==> src/rtl/l2_group_accum.sv <==
// rtl/l2_group_accum.sv - L2 group accumulator for un-normalised L1 adder results
//
// Purpose: aligns each accepted L1 beat (magnitude, exponent, sign) to a common
// fixed-point scale, sums a group of beats into a saturating two's-complement
// accumulator and offers the group sum through a valid/ready handshake.
//
// Ports:
//   clk_i, rst_i           clock, asynchronous active-high reset
//   prec_mode_i            precision mode (2'b11 = FP4, others = INT8/FP8)
//   in_valid_i/in_ready_o  beat handshake
//   in_mant_i/in_exp_i     beat magnitude and exponent
//   in_sign_i              beat sign (1 = negative)
//   in_last_i              beat closes the current group early
//   out_valid_o/out_ready_i result handshake
//   out_data_o             signed group sum
//   out_ovf_o              saturation or shift clamp seen in the group
//   out_count_o            number of beats in the group
module l2_group_accum #(
  parameter int ACC_W     = 32,
  parameter int GROUP_LEN = 8,
  parameter int MAX_SHIFT = 15
) (
  input  logic                                 clk_i,
  input  logic                                 rst_i,
  input  logic [1:0]                           prec_mode_i,
  input  logic                                 in_valid_i,
  output logic                                 in_ready_o,
  input  logic [9:0]                           in_mant_i,
  input  logic [5:0]                           in_exp_i,
  input  logic                                 in_sign_i,
  input  logic                                 in_last_i,
  output logic                                 out_valid_o,
  input  logic                                 out_ready_i,
  output logic [ACC_W-1:0]                     out_data_o,
  output logic                                 out_ovf_o,
  output logic [$clog2(GROUP_LEN+1)-1:0]       out_count_o
);

  localparam int CW = $clog2(GROUP_LEN + 1);

  typedef enum logic {S_ACC, S_OUT} state_t;

  state_t           state_q, state_d;
  logic [ACC_W-1:0] acc_q, acc_d;
  logic [CW-1:0]    cnt_q, cnt_d;
  logic             ovf_q, ovf_d;
  logic [1:0]       mode_q, mode_d;
  logic [ACC_W-1:0] out_data_q, out_data_d;
  logic             out_ovf_q, out_ovf_d;
  logic [CW-1:0]    out_count_q, out_count_d;

  logic [1:0]       eff_mode;
  logic             clamp;
  logic [5:0]       shift;
  logic [ACC_W-1:0] mag;
  logic [ACC_W-1:0] term;
  logic [ACC_W:0]   sum_wide;
  logic             sat_ovf;
  logic [ACC_W-1:0] sat_sum;
  logic             accept;
  logic             close;

  assign in_ready_o  = (state_q == S_ACC);
  assign out_valid_o = (state_q == S_OUT);
  assign out_data_o  = out_data_q;
  assign out_ovf_o   = out_ovf_q;
  assign out_count_o = out_count_q;

  always_comb begin
    // The first beat of a group uses the live mode; later beats use the latch.
    eff_mode = (cnt_q == '0) ? prec_mode_i : mode_q;
    // FP4 beats arrive with the exponent already applied by L1.
    clamp    = (eff_mode != 2'b11) && (in_exp_i > 6'(MAX_SHIFT));
    if (eff_mode == 2'b11) begin
      shift = 6'd0;
    end else if (clamp) begin
      shift = 6'(MAX_SHIFT);
    end else begin
      shift = in_exp_i;
    end
    mag      = ACC_W'(in_mant_i) << shift;
    term     = in_sign_i ? (~mag + ACC_W'(1)) : mag;
    sum_wide = {acc_q[ACC_W-1], acc_q} + {term[ACC_W-1], term};
    // Extra top bit disagreeing with the result sign means the add wrapped.
    sat_ovf  = sum_wide[ACC_W] ^ sum_wide[ACC_W-1];
    if (sat_ovf) begin
      sat_sum = sum_wide[ACC_W] ? {1'b1, {(ACC_W-1){1'b0}}} : {1'b0, {(ACC_W-1){1'b1}}};
    end else begin
      sat_sum = sum_wide[ACC_W-1:0];
    end
    accept = in_valid_i && (state_q == S_ACC);
    close  = accept && (in_last_i || (cnt_q == CW'(GROUP_LEN - 1)));
  end

  always_comb begin
    state_d     = state_q;
    acc_d       = acc_q;
    cnt_d       = cnt_q;
    ovf_d       = ovf_q;
    mode_d      = mode_q;
    out_data_d  = out_data_q;
    out_ovf_d   = out_ovf_q;
    out_count_d = out_count_q;
    case (state_q)
      S_ACC: begin
        if (accept) begin
          acc_d = sat_sum;
          cnt_d = cnt_q + CW'(1);
          ovf_d = ovf_q | clamp | sat_ovf;
          if (cnt_q == '0) begin
            mode_d = prec_mode_i;
          end
          if (close) begin
            out_data_d  = sat_sum;
            out_ovf_d   = ovf_q | clamp | sat_ovf;
            out_count_d = cnt_q + CW'(1);
            state_d     = S_OUT;
          end
        end
      end
      S_OUT: begin
        if (out_ready_i) begin
          state_d = S_ACC;
          acc_d   = '0;
          cnt_d   = '0;
          ovf_d   = 1'b0;
        end
      end
      default: state_d = S_ACC;
    endcase
  end

  always_ff @(posedge clk_i or posedge rst_i) begin
    if (rst_i) begin
      state_q     <= S_ACC;
      acc_q       <= '0;
      cnt_q       <= '0;
      ovf_q       <= 1'b0;
      mode_q      <= 2'b00;
      out_data_q  <= '0;
      out_ovf_q   <= 1'b0;
      out_count_q <= '0;
    end else begin
      state_q     <= state_d;
      acc_q       <= acc_d;
      cnt_q       <= cnt_d;
      ovf_q       <= ovf_d;
      mode_q      <= mode_d;
      out_data_q  <= out_data_d;
      out_ovf_q   <= out_ovf_d;
      out_count_q <= out_count_d;
    end
  end

endmodule
==> config.mk <==
export PLATFORM = sky130hd
export DESIGN_NAME = l2_group_accum
export DESIGN_NICKNAME = d
export VERILOG_FILES = /design/src/rtl/l2_group_accum.sv
export SDC_FILE = /design/constraint.sdc
export NUM_CORES = 1
export LEC_CHECK = 0
export BUFFER_PORTS_ARGS = -buffer_cell sky130_fd_sc_hd__buf_2
export CORE_ASPECT_RATIO = 1.25
export CORE_MARGIN = 2
export CORE_UTILIZATION = 62
export DETAILED_ROUTE_END_ITERATION = 12
export PLACE_DENSITY = 0.83
export SYNTH_ARGS = -nofsm -noshare
export SYNTH_HDL_FRONTEND = slang
export SYNTH_SLANG_ARGS = --single-unit
export TNS_END_PERCENT = 10
==> constraint.sdc <==
create_clock -name clk_i -period 15.1 [get_ports clk_i]
set_input_delay 0.755 -clock clk_i [delete_from_list [all_inputs] [get_ports clk_i]]
set_output_delay 0.755 -clock clk_i [all_outputs]
set_load 0.02 [all_outputs]
==> impl_metrics.tcl, run 1 <==
set metrics [dict create \
    first_global_vias 6459 \
    synthArstFlopShare_pct 100 \
    critical_path.max_fanout 29 \
    timing.critical_path.cells "inv_1, ha_1, nor3b_4, mux2i_1, buf_4, nor2_1, o221ai_2, o22ai_1, nor4_1, o21ai_2, nand2_1, xnor2_1, ha_1, and4_1, nand3_1, a21oi_1, o41a_1, o41ai_1, o21ai_1, xnor2_1, buf_4, a21o_1, o21ai_0" \
    regToRegEndpoint "acc_q[26]$_DFFE_PP0P_" \
    layout_min_cycle_time_ns 7.23 \
    width_of_the_chip_um 95.6 \
    cp_class "reg2reg" \
    r2r_slack_ns 7.87 \
    status "finished, final reports clean" \
    routed_wl_mm 18.8 \
    crit_required_ns 15.27 \
    syn-mean-instance-area_um2 7.93 \
    cts-htree-levels 3 \
    cap_violations 0 \
    placement_rows 41 \
    drtAntennaViolNets 0 \
    floorplan.die_area_um2 11300 \
    antenna_violations_before_repair 0 \
    reg2reg_depth 23 \
    critical_path.reg2reg.startpoint "cnt_q[0]$_DFFE_PP0P_" \
    mapped_cells 820 \
    place_congestion 0.994 \
    top_level_ports 63 \
    track_usage_pct 34.9 \
    root_buffer "clkbuf_16" \
    synth_cell_types 80 \
    clock_path_buffers 2 \
    fp.dieH_um 119 \
    synth-seq-area-share_pct 29.6 \
    finalNonFillerCells 988 \
    critPathCaptureType "register" \
    setup_total_negative_slack_ns 0 \
    tritoncts "done" \
    timing.critical_path.slowest_stage_cell "a21o_1" \
    cpLargestDelayFamily "compound AO/OA/AOI/OAI gates" \
    post-route-period-util_pct 47.9 \
    gates_resized_cts_repair 0 \
    fin_skew_ns 0.00673 \
    fmaxAchievable_mhz 138 \
    finalHoldViolCount 0 \
    cts_made_buffers 9 \
    synth.top_cells.by_area "dfrtp_1 30%, o21ai_0 7.2%, nand2_1 7.2%, ha_1 6.9%, a21oi_1 4.5%" \
    drt_drc_violations_left 0 \
    cts_hold_buf 0 \
    insertedDiodeCount 0 \
    post_cts_buffers 0 \
    ys_warn_count 0 \
    finalSetupViolCount 0 \
    placed_cells 973 \
    worstSkewPairLatency_ns 0.34 \
    global_route.overflow_total 0 \
    rsz0062_at_grt "false" \
    synth_top_flop_cell "dfrtp_1" \
    timing.hold.worst_path_depth 2 \
    core_area_um2 10200 \
    routed_via_density 6.67 \
    first_iter_violations 615 \
    hold-path-endpoint "out_data_o[22]$_DFFE_PP0P_" \
    critPathMaxStageDelay_ns 0.80 \
    synthesis.area_um2 6500 \
    grt_first_pass_wirelength_mm 31.5 \
    synth-edff-count 0 \
    vias 6591 \
    grt_start_max_net_pins 78 \
    min-delay-path-class "reg2reg" \
    critical_path_buf_inv_count 3 \
    synth_top_area_share_pct 29.6 \
    buffer_ports.inserted 62 \
    kind_of_start_point_of_the_critical_path "register" \
    finalNetCount 916 \
    initial_utilization_pct 64.0 \
    arrival_ns 7.40 \
    hpwlAfterDp_mm 13.8 \
    syn_nets 881 \
    drt_pre_antenna_iters 5 \
    relSlewSlack_pct 22.1 \
    worstSetupStartpoint "cnt_q[0]$_DFFE_PP0P_" \
    hold_path.startpoint "out_data_o[22]$_DFFE_PP0P_" \
    drv_slew 0 \
    routedWlPerCell_um 19.0 \
    worst_setup_hold_path_clk_slew_ns 0.06 \
    post_route_cells_drive_above_1_share_pct 14.2 \
    clock_sink_count 77 \
    synth_seq_cells 77 \
    post-synth-top-area-cell "dfrtp_1" \
    area.growth.synth_to_final_pct 10.8 \
    worst_margin_pin_slew_ns 1.14 \
]
[stage by stage]
step                      cell area (um2)  hold slack (ns)  util, %  setup slack [ns]
final                                7200            0.475     70.9              7.87
after CTS                            7200            0.479     70.9              8.08
after global placement               6870            0.460     67.6              8.19
after detailed placement             6870            0.465     67.6              8.00
after floorplan                      6500            0.456        -              8.92
after global routing                 7200            0.506     70.9              7.49
[synthesized netlist by cell type, types with 4 or more instances]
cell type,count
o31ai_2,5
o21bai_1,6
dfrtp_1,77
or3_1,6
nor3_1,10
or2_2,4
o211ai_1,12
o21ai_0,94
nand2b_1,9
a211oi_1,7
and3_1,4
ha_1,36
mux2_2,6
o21ai_1,10
a21oi_1,59
inv_1,25
o22ai_1,5
maj3_1,9
buf_2,7
nand4_1,12
nand3_1,16
nand2_1,125
nor2_1,62
xnor2_1,31
a21o_1,20
a31oi_1,4
mux2i_1,6
clkbuf_1,37
xor2_1,19
o21a_1,7
nor2b_1,9
[per-layer routing]
| layer | vias up | GRT usage [%] | wire length (um) |
|---|---|---|---|
| li1 | 3040 | - | - |
| met1 | 3123 | 44.8 | 7730 |
| met2 | 356 | 56.2 | 9030 |
| met3 | 72 | 6.95 | 1400 |
| met4 | 0 | 15.0 | 656 |
| met5 | - | 0 | 0 |
[cell type report]
class | instances | area [um2]
Clock buffer | 9 | 225
Clock inverter | 6 | 113
Fill cell | 821 | 2950
Inverter | 25 | 93.8
Multi-Input combinational cell | 672 | 4310
Sequential cell | 77 | 1930
Tap cell | 129 | 161
Timing Repair Buffer | 70 | 370
[logic make-up after synthesis]
group	synth area share, %
adder cells (fa/ha/maj)	8.62
buffers and inverters	4.29
multiplexers	1.96
flip-flops	29.6
XOR/XNOR	6.73
AO/OA/AOI/OAI	28.6
AND/OR/NAND/NOR	20.2
[worst max-delay path by stage]
stage,to,cells past startpoint
after floorplan,acc_q[0]$_DFFE_PP0P_,25
after global placement,acc_q[18]$_DFFE_PP0P_,21
after detailed placement,acc_q[26]$_DFFE_PP0P_,21
after CTS,acc_q[26]$_DFFE_PP0P_,23
after global routing,acc_q[26]$_DFFE_PP0P_,23
final,acc_q[26]$_DFFE_PP0P_,23
[cell usage in the layout (no fill, tap or decap), types with 20 or more instances in the layout]
| cell type | n |
|---|---|
| nand2_1 | 125 |
| o21ai_0 | 94 |
| dfrtp_1 | 77 |
| nor2_1 | 62 |
| buf_2 | 62 |
| a21oi_1 | 58 |
| ha_1 | 36 |
| xnor2_1 | 31 |
| inv_1 | 24 |
| a21o_1 | 20 |
[state kept, by name, summed over array words and instances, names as in the netlist]
signal,flops
acc_q,32
cnt_q,4
mode_q,2
out_count_o,4
out_data_o,32
out_ovf_o,1
out_valid_o,1
ovf_q,1
[worst register-to-register path: cells and delay by family (launching register included)]
| family | cells | cell delay [ns] |
|---|---|---|
| adders and majority gates | 2 | 0.48 |
| xor gates and xnor gates | 2 | 0.38 |
| DFF | 1 | 0.43 |
| buffers and inverters | 3 | 0.51 |
| and+or+nand+nor | 6 | 1.41 |
| AOI/OAI and AO/OA | 9 | 3.76 |
| muxes | 1 | 0.11 |
Power of run 1 is not shown: default switching activity piles up to over one toggle a cycle in this logic, so the estimate is an artifact.
==> inputs of run 2 (changes only) <==
--- a/config.mk
+++ b/config.mk
@@ -8,9 +8,9 @@
 export BUFFER_PORTS_ARGS = -buffer_cell sky130_fd_sc_hd__buf_2
 export CORE_ASPECT_RATIO = 1.25
 export CORE_MARGIN = 2
-export CORE_UTILIZATION = 62
+export CORE_UTILIZATION = 61
 export DETAILED_ROUTE_END_ITERATION = 12
-export PLACE_DENSITY = 0.83
+export PLACE_DENSITY = 0.82
 export SYNTH_ARGS = -nofsm -noshare
 export SYNTH_HDL_FRONTEND = slang
 export SYNTH_SLANG_ARGS = --single-unit
==> constraint.sdc (replaced) <==
create_clock -name clk_i -period 7.1 [get_ports clk_i]
set_input_delay 0.355 -clock clk_i [delete_from_list [all_inputs] [get_ports clk_i]]
set_output_delay 0.355 -clock clk_i [all_outputs]
set_load 0.02 [all_outputs]
==> run 2 against run 1 <==
  * First-iteration DRC count increased by 0.16%
  * Critical path type unchanged
  * Sequential cell count unchanged
  * Cell area rose by 1.1%
  * Highest routed layer unchanged
  * Sequential share of layout area down 0.28 points
==> impl_metrics.tcl, run 2 (synthesis results as in run 1) <==
set metrics [dict create \
    status "finished, final reports clean" \
    worstSkewPairLatency_ns 0.34 \
    tritoncts "done" \
    worstSetupStartpoint "cnt_q[0]$_DFFE_PP0P_" \
    arrival_ns 6.83 \
    clock_sink_count 77 \
    first_iter_violations 616 \
    global_route.overflow_total 0 \
    finalNetCount 921 \
    cp_class "reg2reg" \
    grt_start_max_net_pins 78 \
    fp.dieH_um 119 \
    critical_path.reg2reg.startpoint "cnt_q[0]$_DFFE_PP0P_" \
    drt_pre_antenna_iters 7 \
    critPathMaxStageDelay_ns 0.70 \
    fin_skew_ns 0.00601 \
    grt_util_met1_pct 43.6 \
    cpLargestDelayFamily "simple AND/OR/NAND/NOR gates" \
    place_congestion 1.08 \
    root_buffer "clkbuf_16" \
    finalHoldViolCount 0 \
    vias 6475 \
    area.sequential_um2 1930 \
    initial_utilization_pct 61.9 \
    relSlewSlack_pct 17.0 \
    insertedDiodeCount 0 \
    timing.critical_path.cells "inv_1, ha_1, nor3b_4, mux2i_1, buf_4, buf_4, or4_4, a22oi_4, o211ai_2, o22ai_2, nand4_2, o21ai_1, xnor2_1, ha_1, inv_1, nor3_1, inv_1, o21ai_0, and3_1, o31a_1, mux2_2, nand2_1, o211ai_1" \
    layout.filler_cells 863 \
    fin_ws_ns 0.510 \
    finalSetupViolCount 0 \
    clock_path_buffers 2 \
    drtAntennaViolNets 0 \
    area.growth.synth_to_final_pct 11.9 \
    cts_hold_buf 0 \
    r2r_slack_ns 0.51 \
    first_global_vias 6220 \
    hold_path.startpoint "out_ready_i" \
    antenna_violations_before_repair 0 \
    setup_total_negative_slack_ns 0 \
    layout_commonest_cell "nand2_1" \
    cp_num_cells 23 \
    hold-path-endpoint "out_valid_o$_DFF_PP0_" \
    width_of_the_chip_um 96.4 \
    grt_first_pass_wirelength_mm 30.7 \
    critical_path.max_fanout 23 \
    post-place-ws_ns 0.161 \
    post-route-period-util_pct 92.8 \
    met3_usage_pct 5.06 \
    final_cell_mix "124 x nand2_1, 94 x o21ai_0, 77 x dfrtp_1" \
    timing.critical_path.slowest_stage_cell "o21ai_0" \
    floorplan.die_area_um2 11500 \
    drt_drc_violations_left 0 \
    critical_path.most_common_cell "inv_1" \
    post_cts_buffers 0 \
    post_route_cells_drive_above_1_share_pct 15.4 \
    placement_rows 42 \
    drv_slew 0 \
    cts-htree-levels 3 \
    routed_via_density 6.49 \
    layout_min_cycle_time_ns 6.59 \
    fmaxAchievable_mhz 152 \
    reg2reg_depth 23 \
    critPathCaptureType "register" \
    kind_of_start_point_of_the_critical_path "register" \
    top_usage_layer "met2" \
    gates_resized_cts_repair 0 \
    hpwlAfterDp_mm 14.2 \
    rsz0062_at_grt "false" \
    top_level_ports 63 \
    track_usage_pct 33.5 \
    buffer_ports.inserted 62 \
    core_area_um2 10500 \
    routedWlPerCell_um 18.9 \
    grt_use_met2_pct 54.3 \
    cap_violations 0 \
    critical_path_buf_inv_count 5 \
    min-delay-path-class "in2reg" \
    crit_required_ns 7.34 \
    worst_margin_pin_slew_ns 1.21 \
    routed_wl_mm 18.8 \
    worst_setup_hold_path_clk_slew_ns 0.06 \
    cts_made_buffers 9 \
    regToRegEndpoint "acc_q[4]$_DFFE_PP0P_" \
    timing.hold.worst_path_depth 2 \
    multi_input_comb_area_um2 4330 \
]
run 2: cell types whose count changed in the layout (fill, tap and decap cells not counted), sizes merged:
| cell | before | now |
|---|---|---|
| clkbuf | 9 | 11 |
| buf | 70 | 75 |
| clkinvlp | 0 | 1 |
| clkinv | 3 | 1 |
run 2: routing by layer:
metal | share of wire [%] | wire length, um
met2 | 49 | 9140
met4 | 3.5 | 667
met1 | 42 | 7850
met3 | 6.1 | 1140
met5 | 0 | 0
run 2: worst reg2reg max path, delay by kind of cell, from the launching register on:
family,cells,cell delay [ns]
XOR/XNOR,1,0.10
flip-flops,1,0.42
adder cells (fa/ha/maj),2,0.55
buffers and inverters,5,0.64
AO/OA/AOI/OAI,7,2.04
AND/OR/NAND/NOR,6,2.15
multiplexers,2,0.61
run 2: through the flow:
step	hold slack [ns]	instances	area, um2	util [%]
6_report	0.234	997	7280	69.3
5_1_grt	0.223	997	7280	69.3
4_1_cts	0.214	997	7270	69.1
3_5_place_dp	0.468	981	6910	65.7
3_3_place_gp	0.459	981	6910	65.7
2_1_floorplan	0.451	820	6500	-
run 2: worst max-delay path by stage:
stage	end	slack (ns)
3_3_place_gp	acc_q[27]$_DFFE_PP0P_	0.54
6_report	acc_q[4]$_DFFE_PP0P_	0.51
4_1_cts	out_data_o[11]$_DFFE_PP0P_	0.11
3_5_place_dp	out_data_o[1]$_DFFE_PP0P_	0.16
2_1_floorplan	acc_q[0]$_DFFE_PP0P_	0.95
5_1_grt	acc_q[27]$_DFFE_PP0P_	0.06
run 2: final cells by class:
cell class                 instances  area share (%)
inverter                          25            1.29
clock buffer                      11            3.47
sequential                        77            26.5
clock inverter                     5            1.46
timing repair buffer              75            5.60
tap                              132            2.27
multi-input combinational        672            59.4
Power of run 2 is left out for the same reason.
